<file path="config.mk">
export PLATFORM = sky130hd
export DESIGN_NAME = fifo_wr_arb_flat
export DESIGN_NICKNAME = d
export VERILOG_FILES = /design/src/rtl/fifo_pkg.sv /design/src/rtl/fifo_wr_arb_if.sv /design/src/rtl/rr_pick2.sv /design/src/rtl/fifo_wr_arb.sv /design/src/flat_wrapper.sv
export SDC_FILE = /design/constraint.sdc
export NUM_CORES = 1
export LEC_CHECK = 0
export ABC_AREA = 1
export BUFFER_PORTS_ARGS = -buffer_cell sky130_fd_sc_hd__buf_2
export CAP_MARGIN = 40
export CORE_MARGIN = 3
export CORE_UTILIZATION = 47
export DETAILED_ROUTE_END_ITERATION = 12
export PLACE_DENSITY = 0.83
export SYNTH_ARGS = -nofsm -noshare
export SYNTH_HDL_FRONTEND = slang
export SYNTH_HIERARCHICAL = 1
export SYNTH_SLANG_ARGS = --single-unit
export TNS_END_PERCENT = 50
</file>
<file path="constraint.sdc">
create_clock -name clk -period 2.5 [get_ports clk]
set_clock_uncertainty 0.15 [all_clocks]
set_input_delay 0 -clock clk [delete_from_list [all_inputs] [get_ports clk]]
set_output_delay 0 -clock clk [all_outputs]
set_load 0.03 [all_outputs]
</file>
<file path="src/rtl/fifo_pkg.sv">
// fifo_pkg: arbiter state encodings and FIFO sizing constants shared by the FIFO blocks.
package fifo_pkg;
    localparam int DEPTH = 8;
    localparam int CNT_W = $clog2(DEPTH) + 1;
    typedef enum logic [1:0] {
        IDLE      = 2'b00,
        GNT0      = 2'b01,
        GNT1      = 2'b10,
        FULL_WAIT = 2'b11
    } arb_state_t;
endpackage

</file>
<file path="src/rtl/fifo_wr_arb_if.sv">
// fifo_wr_arb_if: producer requests, FIFO write bus and debug stall counters of the write arbiter.
interface fifo_wr_arb_if #(parameter int DATA_WIDTH = 32);
    import fifo_pkg::*;
    logic                  req0, req1;
    logic [DATA_WIDTH-1:0] d0, d1;
    logic [CNT_W-1:0]      data_count;
    logic                  gnt0, gnt1, fifo_wr_en;
    logic [DATA_WIDTH-1:0] fifo_din;
    logic [7:0]            stall0, stall1;
    modport master (
        output req0, req1, d0, d1, data_count,
        input  gnt0, gnt1, fifo_wr_en, fifo_din, stall0, stall1
    );
    modport slave (
        input  req0, req1, d0, d1, data_count,
        output gnt0, gnt1, fifo_wr_en, fifo_din, stall0, stall1
    );
endinterface

</file>
<file path="src/rtl/rr_pick2.sv">
// rr_pick2: two-way round-robin picker; on a tie the requester that did not win last time is chosen.
module rr_pick2 (
    input  logic req0,
    input  logic req1,
    input  logic last,
    output logic pick_valid,
    output logic pick_idx
);
    assign pick_valid = req0 | req1;
    assign pick_idx   = (req0 & req1) ? ~last : req1;
endmodule

</file>
<file path="src/rtl/fifo_wr_arb.sv">
// fifo_wr_arb: round-robin write arbiter for two producers, throttled by FIFO occupancy.
module fifo_wr_arb
    import fifo_pkg::*;
(
    input logic          clk,
    input logic          reset_n,
    fifo_wr_arb_if.slave bus
);
    arb_state_t   state_q, state_d;
    logic         last_q, pick_valid, pick_idx, space;
    logic [7:0]   stall0_q, stall0_d, stall1_q, stall1_d;
    logic [CNT_W:0] occ;
    rr_pick2 u_pick (
        .req0      (bus.req0),
        .req1      (bus.req1),
        .last      (last_q),
        .pick_valid(pick_valid),
        .pick_idx  (pick_idx)
    );
    // the write currently on the bus lands on the same edge data_count is updated
    assign occ   = {1'b0, bus.data_count} + {{CNT_W{1'b0}}, bus.fifo_wr_en};
    assign space = occ < (CNT_W+1)'(DEPTH);
    always_comb begin
        state_d  = !pick_valid ? IDLE : !space ? FULL_WAIT : pick_idx ? GNT1 : GNT0;
        stall0_d = stall0_q + {7'd0, state_d == FULL_WAIT && bus.req0 && stall0_q != 8'hff};
        stall1_d = stall1_q + {7'd0, state_d == FULL_WAIT && bus.req1 && stall1_q != 8'hff};
    end
    always_ff @(posedge clk or negedge reset_n) begin
        if (!reset_n) begin
            state_q      <= IDLE;
            last_q       <= 1'b1;
            bus.fifo_din <= '0;
            stall0_q     <= '0;
            stall1_q     <= '0;
        end else begin
            state_q  <= state_d;
            stall0_q <= stall0_d;
            stall1_q <= stall1_d;
            if (state_d == GNT0 || state_d == GNT1) begin
                last_q       <= pick_idx;
                bus.fifo_din <= pick_idx ? bus.d1 : bus.d0;
            end
        end
    end
    assign bus.gnt0       = state_q == GNT0;
    assign bus.gnt1       = state_q == GNT1;
    assign bus.fifo_wr_en = state_q == GNT0 || state_q == GNT1;
    assign bus.stall0     = stall0_q;
    assign bus.stall1     = stall1_q;
endmodule

</file>
<file path="src/flat_wrapper.sv">
// flat-port wrapper written by rule: the top's interface ports become plain ports
module fifo_wr_arb_flat import fifo_pkg::*;
  (clk, reset_n, bus_req0, bus_req1, bus_d0, bus_d1, bus_data_count, bus_gnt0, bus_gnt1, bus_fifo_wr_en, bus_fifo_din, bus_stall0, bus_stall1);
  fifo_wr_arb_if #(.DATA_WIDTH(32)) bus_i ();
  input logic clk;
  input logic reset_n;
  input wire logic [$bits(bus_i.req0)-1:0] bus_req0;
  input wire logic [$bits(bus_i.req1)-1:0] bus_req1;
  input wire logic [$bits(bus_i.d0)-1:0] bus_d0;
  input wire logic [$bits(bus_i.d1)-1:0] bus_d1;
  input wire logic [$bits(bus_i.data_count)-1:0] bus_data_count;
  output wire logic [$bits(bus_i.gnt0)-1:0] bus_gnt0;
  output wire logic [$bits(bus_i.gnt1)-1:0] bus_gnt1;
  output wire logic [$bits(bus_i.fifo_wr_en)-1:0] bus_fifo_wr_en;
  output wire logic [$bits(bus_i.fifo_din)-1:0] bus_fifo_din;
  output wire logic [$bits(bus_i.stall0)-1:0] bus_stall0;
  output wire logic [$bits(bus_i.stall1)-1:0] bus_stall1;
  assign bus_i.req0 = bus_req0;
  assign bus_i.req1 = bus_req1;
  assign bus_i.d0 = bus_d0;
  assign bus_i.d1 = bus_d1;
  assign bus_i.data_count = bus_data_count;
  assign bus_gnt0 = bus_i.gnt0;
  assign bus_gnt1 = bus_i.gnt1;
  assign bus_fifo_wr_en = bus_i.fifo_wr_en;
  assign bus_fifo_din = bus_i.fifo_din;
  assign bus_stall0 = bus_i.stall0;
  assign bus_stall1 = bus_i.stall1;
  fifo_wr_arb u_core (.clk(clk), .reset_n(reset_n), .bus(bus_i));
endmodule
</file>
* Yosys cells after proc, flatten, opt, wreduce, memory -nomap -nowiden
Cells that the tools add are included.
** Storage, ports and cells
- Input port bits :: 72
- Memories :: 0
- Output and inout port bits :: 51
- ROM bits :: 0
- Word-level logic and storage cells :: 30
- RAM bits :: 0
- Bits in latches :: 0
- Bits in registers :: 51
** Cells by class
- Div/mod/pow operators :: 0
- Multiplexer cells :: 5
- Reductions and logical operators :: 6
- Bitwise logic cells :: 3
- Equal/unequal tests :: 7
- Shift operators :: 0
- Add/sub/neg operators :: 3
- $mul :: 0
- Order comparisons :: 1
** Operators by type and width (number)
- 32-bit two-way mux :: 1
- 8-bit by 1-bit adder with 8-bit output :: 2
- 8-bit != test, second input constant :: 2
- 2-bit == test, second input constant :: 3
- 2-bit two-way mux :: 3
- 4-bit by 1-bit adder with 5-bit output :: 1
- 5-bit by 4-bit less-than comparator with 1-bit output, second input constant :: 1
- 2-bit by 1-bit == test with 1-bit output, second input constant :: 2
- 1-bit logical AND :: 4
- 1-bit logical OR :: 2
- 1-bit bitwise AND :: 1
- 1-bit two-way mux :: 1
- 1-bit NOT :: 1
- 1-bit bitwise OR :: 1

* Longest topological paths before layout
- Depth after elaboration :: 10
- Mapped depth :: 16
- Depth with buffers taken out :: 16

* By module
Netlist, hierarchy kept.
** Modules (own cells, without submodules)
- fifo_wr_arb :: area each 2727.6 µm², instances 1, seq. area each 1277.5 µm², cells an instance 284
- rr_pick2 :: area each 15.0 µm², instances 1, seq. area each 0.0 µm², cells an instance 3

* Worst setup path before layout
No wires, ideal clock.
- Path kind :: reg-to-reg
- Start point :: reg u_core.last_q
- End point :: reg u_core.stall0_q[4], in the netlist u_core/bus.stall0[4]
- Path slack :: 0.250 ns
- Setup time :: 0.124 ns
- Data arrival time :: 1.976 ns
- Buffers on the path :: 2
- Cell stages (with the launch flop) :: 14
- Clock period less this slack :: 2.250 ns
- Data required time :: 2.226 ns
- Cell sequence :: dfstp_2 a21oi_1 buf_6 buf_6 nand3_1 nand2_1 inv_1 ha_1 nand2_1 a21oi_1 ha_1 ha_1 nand3_1 xor2_1
** Between the ends
- Longest elaborated chain between the ends :: 9
** Ends and longest elaborated chain
- start: declaration :: RTL line fifo_wr_arb.sv:10 : logic last_q, pick_valid, pick_idx, space;
- start signal: assignment :: RTL line fifo_wr_arb.sv:40 : last_q <= pick_idx;
- 1-bit NOT :: RTL line rr_pick2.sv:10 : assign pick_idx = (req0 & req1) ? ~last : req1;
- 1-bit two-way mux :: RTL line rr_pick2.sv:10
- named net u_core.pick_idx :: RTL line fifo_wr_arb.sv:10
- 2-bit two-way mux (3 in series) :: RTL line fifo_wr_arb.sv:24 : state_d = !pick_valid ? IDLE : !space ? FULL_WAIT : pick_idx ? GNT1 : GNT0;
- named net u_core.state_d[0] :: RTL line fifo_wr_arb.sv:9 : arb_state_t state_q, state_d;
- 2-bit == test :: RTL line fifo_wr_arb.sv:25 : stall0_d = stall0_q + {7'd0, state_d == FULL_WAIT && bus.req0 && stall0_q != 8'hff};
- 1-bit logical AND (2 in series) :: RTL line fifo_wr_arb.sv:25
- 8-bit by 1-bit adder with 8-bit output :: RTL line fifo_wr_arb.sv:25
- named net u_core.stall0_d[4] :: RTL line fifo_wr_arb.sv:11 : logic [7:0] stall0_q, stall0_d, stall1_q, stall1_d;
- end signal: assignment :: RTL line fifo_wr_arb.sv:37 : stall0_q <= stall0_d;
- end: declaration :: RTL line fifo_wr_arb.sv:11
The timed path passes the listed nets, and every way through them passes these cells.
A chain may end at the register's enable or synchronous reset.

* Worst setup path in the final report
- Start point :: reg u_core.state_q[0]
- End point :: reg u_core.stall0_q[4], in the netlist u_core/bus.stall0[4]
** Between the ends
- Longest elaborated chain between the ends :: 10
- Elaborated cells on any way between the ends :: 11
- Those cells by class :: add/sub: 2; order compare: 1; eq/ne: 3; mux: 2; reduce/logical: 3
** Ends and longest elaborated chain
- start: declaration :: RTL line fifo_wr_arb.sv:9
- start signal: assignment :: RTL line fifo_wr_arb.sv:36 : state_q <= state_d;
- 2-bit by 1-bit == test with 1-bit output or 2-bit == test (tied branches) :: RTL line fifo_wr_arb.sv:47 : assign bus.fifo_wr_en = state_q == GNT0 || state_q == GNT1;
- 1-bit logical OR * :: RTL line fifo_wr_arb.sv:47
- 4-bit by 1-bit adder with 5-bit output * :: RTL line fifo_wr_arb.sv:21 : assign occ = {1'b0, bus.data_count} + {{CNT_W{1'b0}}, bus.fifo_wr_en};
- 5-bit by 4-bit less-than comparator with 1-bit output * :: RTL line fifo_wr_arb.sv:22 : assign space = occ < (CNT_W+1)'(DEPTH);
- 2-bit two-way mux * (2 in series) :: RTL line fifo_wr_arb.sv:24
- named net u_core.state_d[0] :: RTL line fifo_wr_arb.sv:9
- 2-bit == test * :: RTL line fifo_wr_arb.sv:25
- 1-bit logical AND * (2 in series) :: RTL line fifo_wr_arb.sv:25
- 8-bit by 1-bit adder with 8-bit output * :: RTL line fifo_wr_arb.sv:25
- named net u_core.stall0_d[4] :: RTL line fifo_wr_arb.sv:11
Mark *: on every way through the listed nets, which the timed path passes. The rest lies on a longest branch.

==> impl_results.md <==
- Vias in the first global route: between 2k and 3k
- Combinational share of power: 49.2%
- Depth of the CTS H-tree: 2
- Largest net degree at the start of global routing: 67
- Core area: between 5000 and 6000 sq um
- Detail Placement HPWL: ~4500 um
- Vias per cell: ~5
- Antenna diodes: 0
- RSZ-0062 raised after global routing: false
- GPL Wtd Cong: approximately 0.74
- Hold Crit Class: input pin to register
- Final min period: ~2.3 ns
- CP delay by family, top: adder cells
- Multi-input combinational cell area: approximately 1300 sq um
- Ys async rst share: 100.0%
- Pwr Density: ~830 nW/um^2
- Kind of critical path: register to register
- Share of layout cells above drive strength 1: 39.38%
- Yosys top cell by area: dfrtp_1
- Storage cell area: approximately 1300 sq um
- P_leak: roughly 2.1 nW
- Initial drt markers: 98
- Slew margin rel.: a little over half
- Worst EP required: about 2.5 ns
- Die Y: 82.39 um
- Io pins: 123
- Most common cell in the synthesized netlist: nand2_1
- DRT antenna net count: 0
- Max-cap violations: 0
- Commonest cells in the netlist: nand2_1, dfrtp_1, nor2_1, a31oi_2, nand2_4
- Die area: roughly 6800 sq um
- Post-Syn Nets: ~370
- Post-synth top area share: a little under half
- Initial Utilization: 49.20%
- Highest Clock Rate: roughly 430 MHz
- First-pass GRT wire length: between 10000 and 15000 um
- CP Launch Type: register
- Critical Path Fanout Max: 4
- VDD IR max: roughly 470 uV
- Max Slew Vio Count: 0
- CTS root buffer: clkbuf_8
- Largest stage delay, worst path: 0.36 ns
- Clock insertion delay at the later pin of the skew report: a little under 0.3 ns
- Total GRT Usage: about a quarter
- Yosys warns: 6
- Worst-path cell chain: inv_1, ha_1, nor2_1, nand2_1, nand3_1, nand2_1, inv_1, ha_2, nand2_1, a21oi_2, ha_2, ha_4, nand3_1, xor2_1
- Post-synthesis register bit count: a little over 50
- Sink Count: 51
- Worst path bufs/invs: 2
- Chip width: ~80 um
- Setup TNS: 0 ns
- Sequential share of power: a little under two fifths
- Final WL: ~8100 um
- Pre-CTS setup slack: around 0.036 ns
- Cell Area, Synth: 2743 sq um
- EDFF count, synth: 0
- CP max stage cell: dfrtp_1
- Final nets: approximately 560
- Mean Syn Cell Area: 9.556 sq um
- Worst-Margin Slew: ~0.7 ns
- Total number of vias: ~2.7k
- Synth unique cells: 24
- Fill cells: 383
- Fin crit share: between 90% and 100%
- Synth area leaders: dfrtp_1, nand2_1, a31oi_2
- Final Hold Fails: 0
- Number of core rows: 27
- Gr ovfl total: 0
- Psw: between 1.5 and 2 mW
- Post-Syn Instances: approximately 290
- Area Overhead vs Synth: 53.65%
- Primary FF master, synth: dfrtp_1
- WP data arrival: 2.35 ns
- Final worst slack: ~0.18 ns
- Clk pwr share: 12.8%
- CP dominant cell by count: nand2_1
- Drt wl/cell: 14.67 um
- CTS clk-pin slew, worst paths: approximately 0.080 ns
- Overall Power: about 3.5 mW
- Net Sw Frac: between 40 and 50%
- CTS Buf Count: 5
- Crit end category: register
- DR DRC count: 0
- Clock Tree Buf Depth: 2
- Status: completed
- TritonCTS clock tree: done
- IO buf count: approximately 120
- Internal power: around 1.9 mW
- Initial antenna violation count: 0
- Register area share after synthesis: between 40% and 50%
- First-pass DRT Iterations: 5
- Setup violators final: 0
==> power by group through the flow <==
| stage | sequential [mW] | combinational, mW | clock [mW] |
|---|---|---|---|
| after floorplan | 1.82 | 0.621 | 0 |
| after global placement | 1.31 | 1.56 | 0 |
| after detailed placement | 1.32 | 1.59 | 0 |
| after CTS | 1.31 | 1.67 | 0.466 |
| after global routing | 1.36 | 1.84 | 0.492 |
| final | 1.32 | 1.71 | 0.445 |
==> registers in the layout, summed over array words and instances (netlist names) <==
name and count:
u_core/bus.fifo_din 32, u_core/bus.stall0 8, u_core/bus.stall1 8, u_core/last_q 1
u_core/state_q 2
==> cell usage in the layout, fill, tap and decap left out, drive strengths merged <==
cell type    netlist  routed
nand3              8       8
xnor2              2       2
xor2               4       4
clkinv             0       1
a21oi              4       4
dfstp              1       1
nand2             96      96
buf               14     128
nand3b             1       1
nand4              4       4
ha                 7       7
o21ai              1       1
dlygate4sd3        0      71
nor2              41      41
dfrtp             50      50
inv               21      21
or2                1       1
clkbuf             0       7
a31oi             32      32
==> area by class of cell <==
cell class,instances,area share (%)
sequential,51,30.31
tap,72,2.138
inverter,21,2.049
clock inverter,1,0.1188
multi-input combinational,201,30.85
timing repair buffer,199,32.72
clock buffer,7,1.811
==> final timing paths <==
| kind | end | cells past startpoint | slack [ns] | startpoint |
|---|---|---|---|---|
| setup / recovery | u_core/bus.stall0[4]$_DFF_PN0_ | 14 | 0.18 | u_core/state_q[0]$_DFF_PN0_ |
| hold reg to reg | u_core/bus.stall1[3]$_DFF_PN0_ | 1 | 0.35 | u_core/bus.stall1[3]$_DFF_PN0_ |
| min in group asynchronous | u_core/bus.stall1[4]$_DFF_PN0_ | 3 | 0.53 | reset_n |
| setup reg to reg | u_core/bus.stall0[4]$_DFF_PN0_ | 14 | 0.18 | u_core/state_q[0]$_DFF_PN0_ |
| hold / removal | u_core/bus.stall0[0]$_DFF_PN0_ | 4 | 0.06 | bus_req0 |
| max in group asynchronous | u_core/bus.stall0[7]$_DFF_PN0_ | 4 | 0.74 | reset_n |
==> metal layers <==
metal,track usage (%),vias up,wire length (um)
met3,7.050,12,635
met2,43.83,124,4241
met4,7.309,0,114
li1,-,1314,-
met5,0,-,0
met1,28.63,1259,3108
==> through the flow <==
stage | util (%) | hold slack, ns | area [sq um] | cells
after floorplan | - | -0.4456 | 2743 | 287
after global routing | 75.60 | 0.06618 | 4214 | 552
after CTS | 74.66 | 0.02980 | 4161 | 551
after global placement | 60.45 | -0.2159 | 3369 | 472
final | 75.60 | 0.05710 | 4214 | 552
after detailed placement | 60.45 | -0.2137 | 3369 | 472
==> cell families after synthesis <==
kind of cell             share of synthesized area (%)
AND/OR/NAND/NOR                                  27.37
XOR/XNOR                                         1.916
buffers and inverters                            8.166
adder cells (fa/ha/maj)                          3.193
flip-flops                                       46.58
AO/OA/AOI/OAI                                    12.77
==> tightest hold or removal path, stage by stage <==
cell     delay [ns]
buf_2          0.12
nand2_1        0.07
a21oi_2        0.11
ha_2           0.16
==> repair_timing <==
action | in CTS | in global routing
setup endpoints to repair | 0 | 5
hold buffers | 71 | 0
resized for setup | 0 | 10
setup buffers | 0 | 1
endpoints found under the hold margin | 85 | 0
Power figures use the tool's default switching activity.
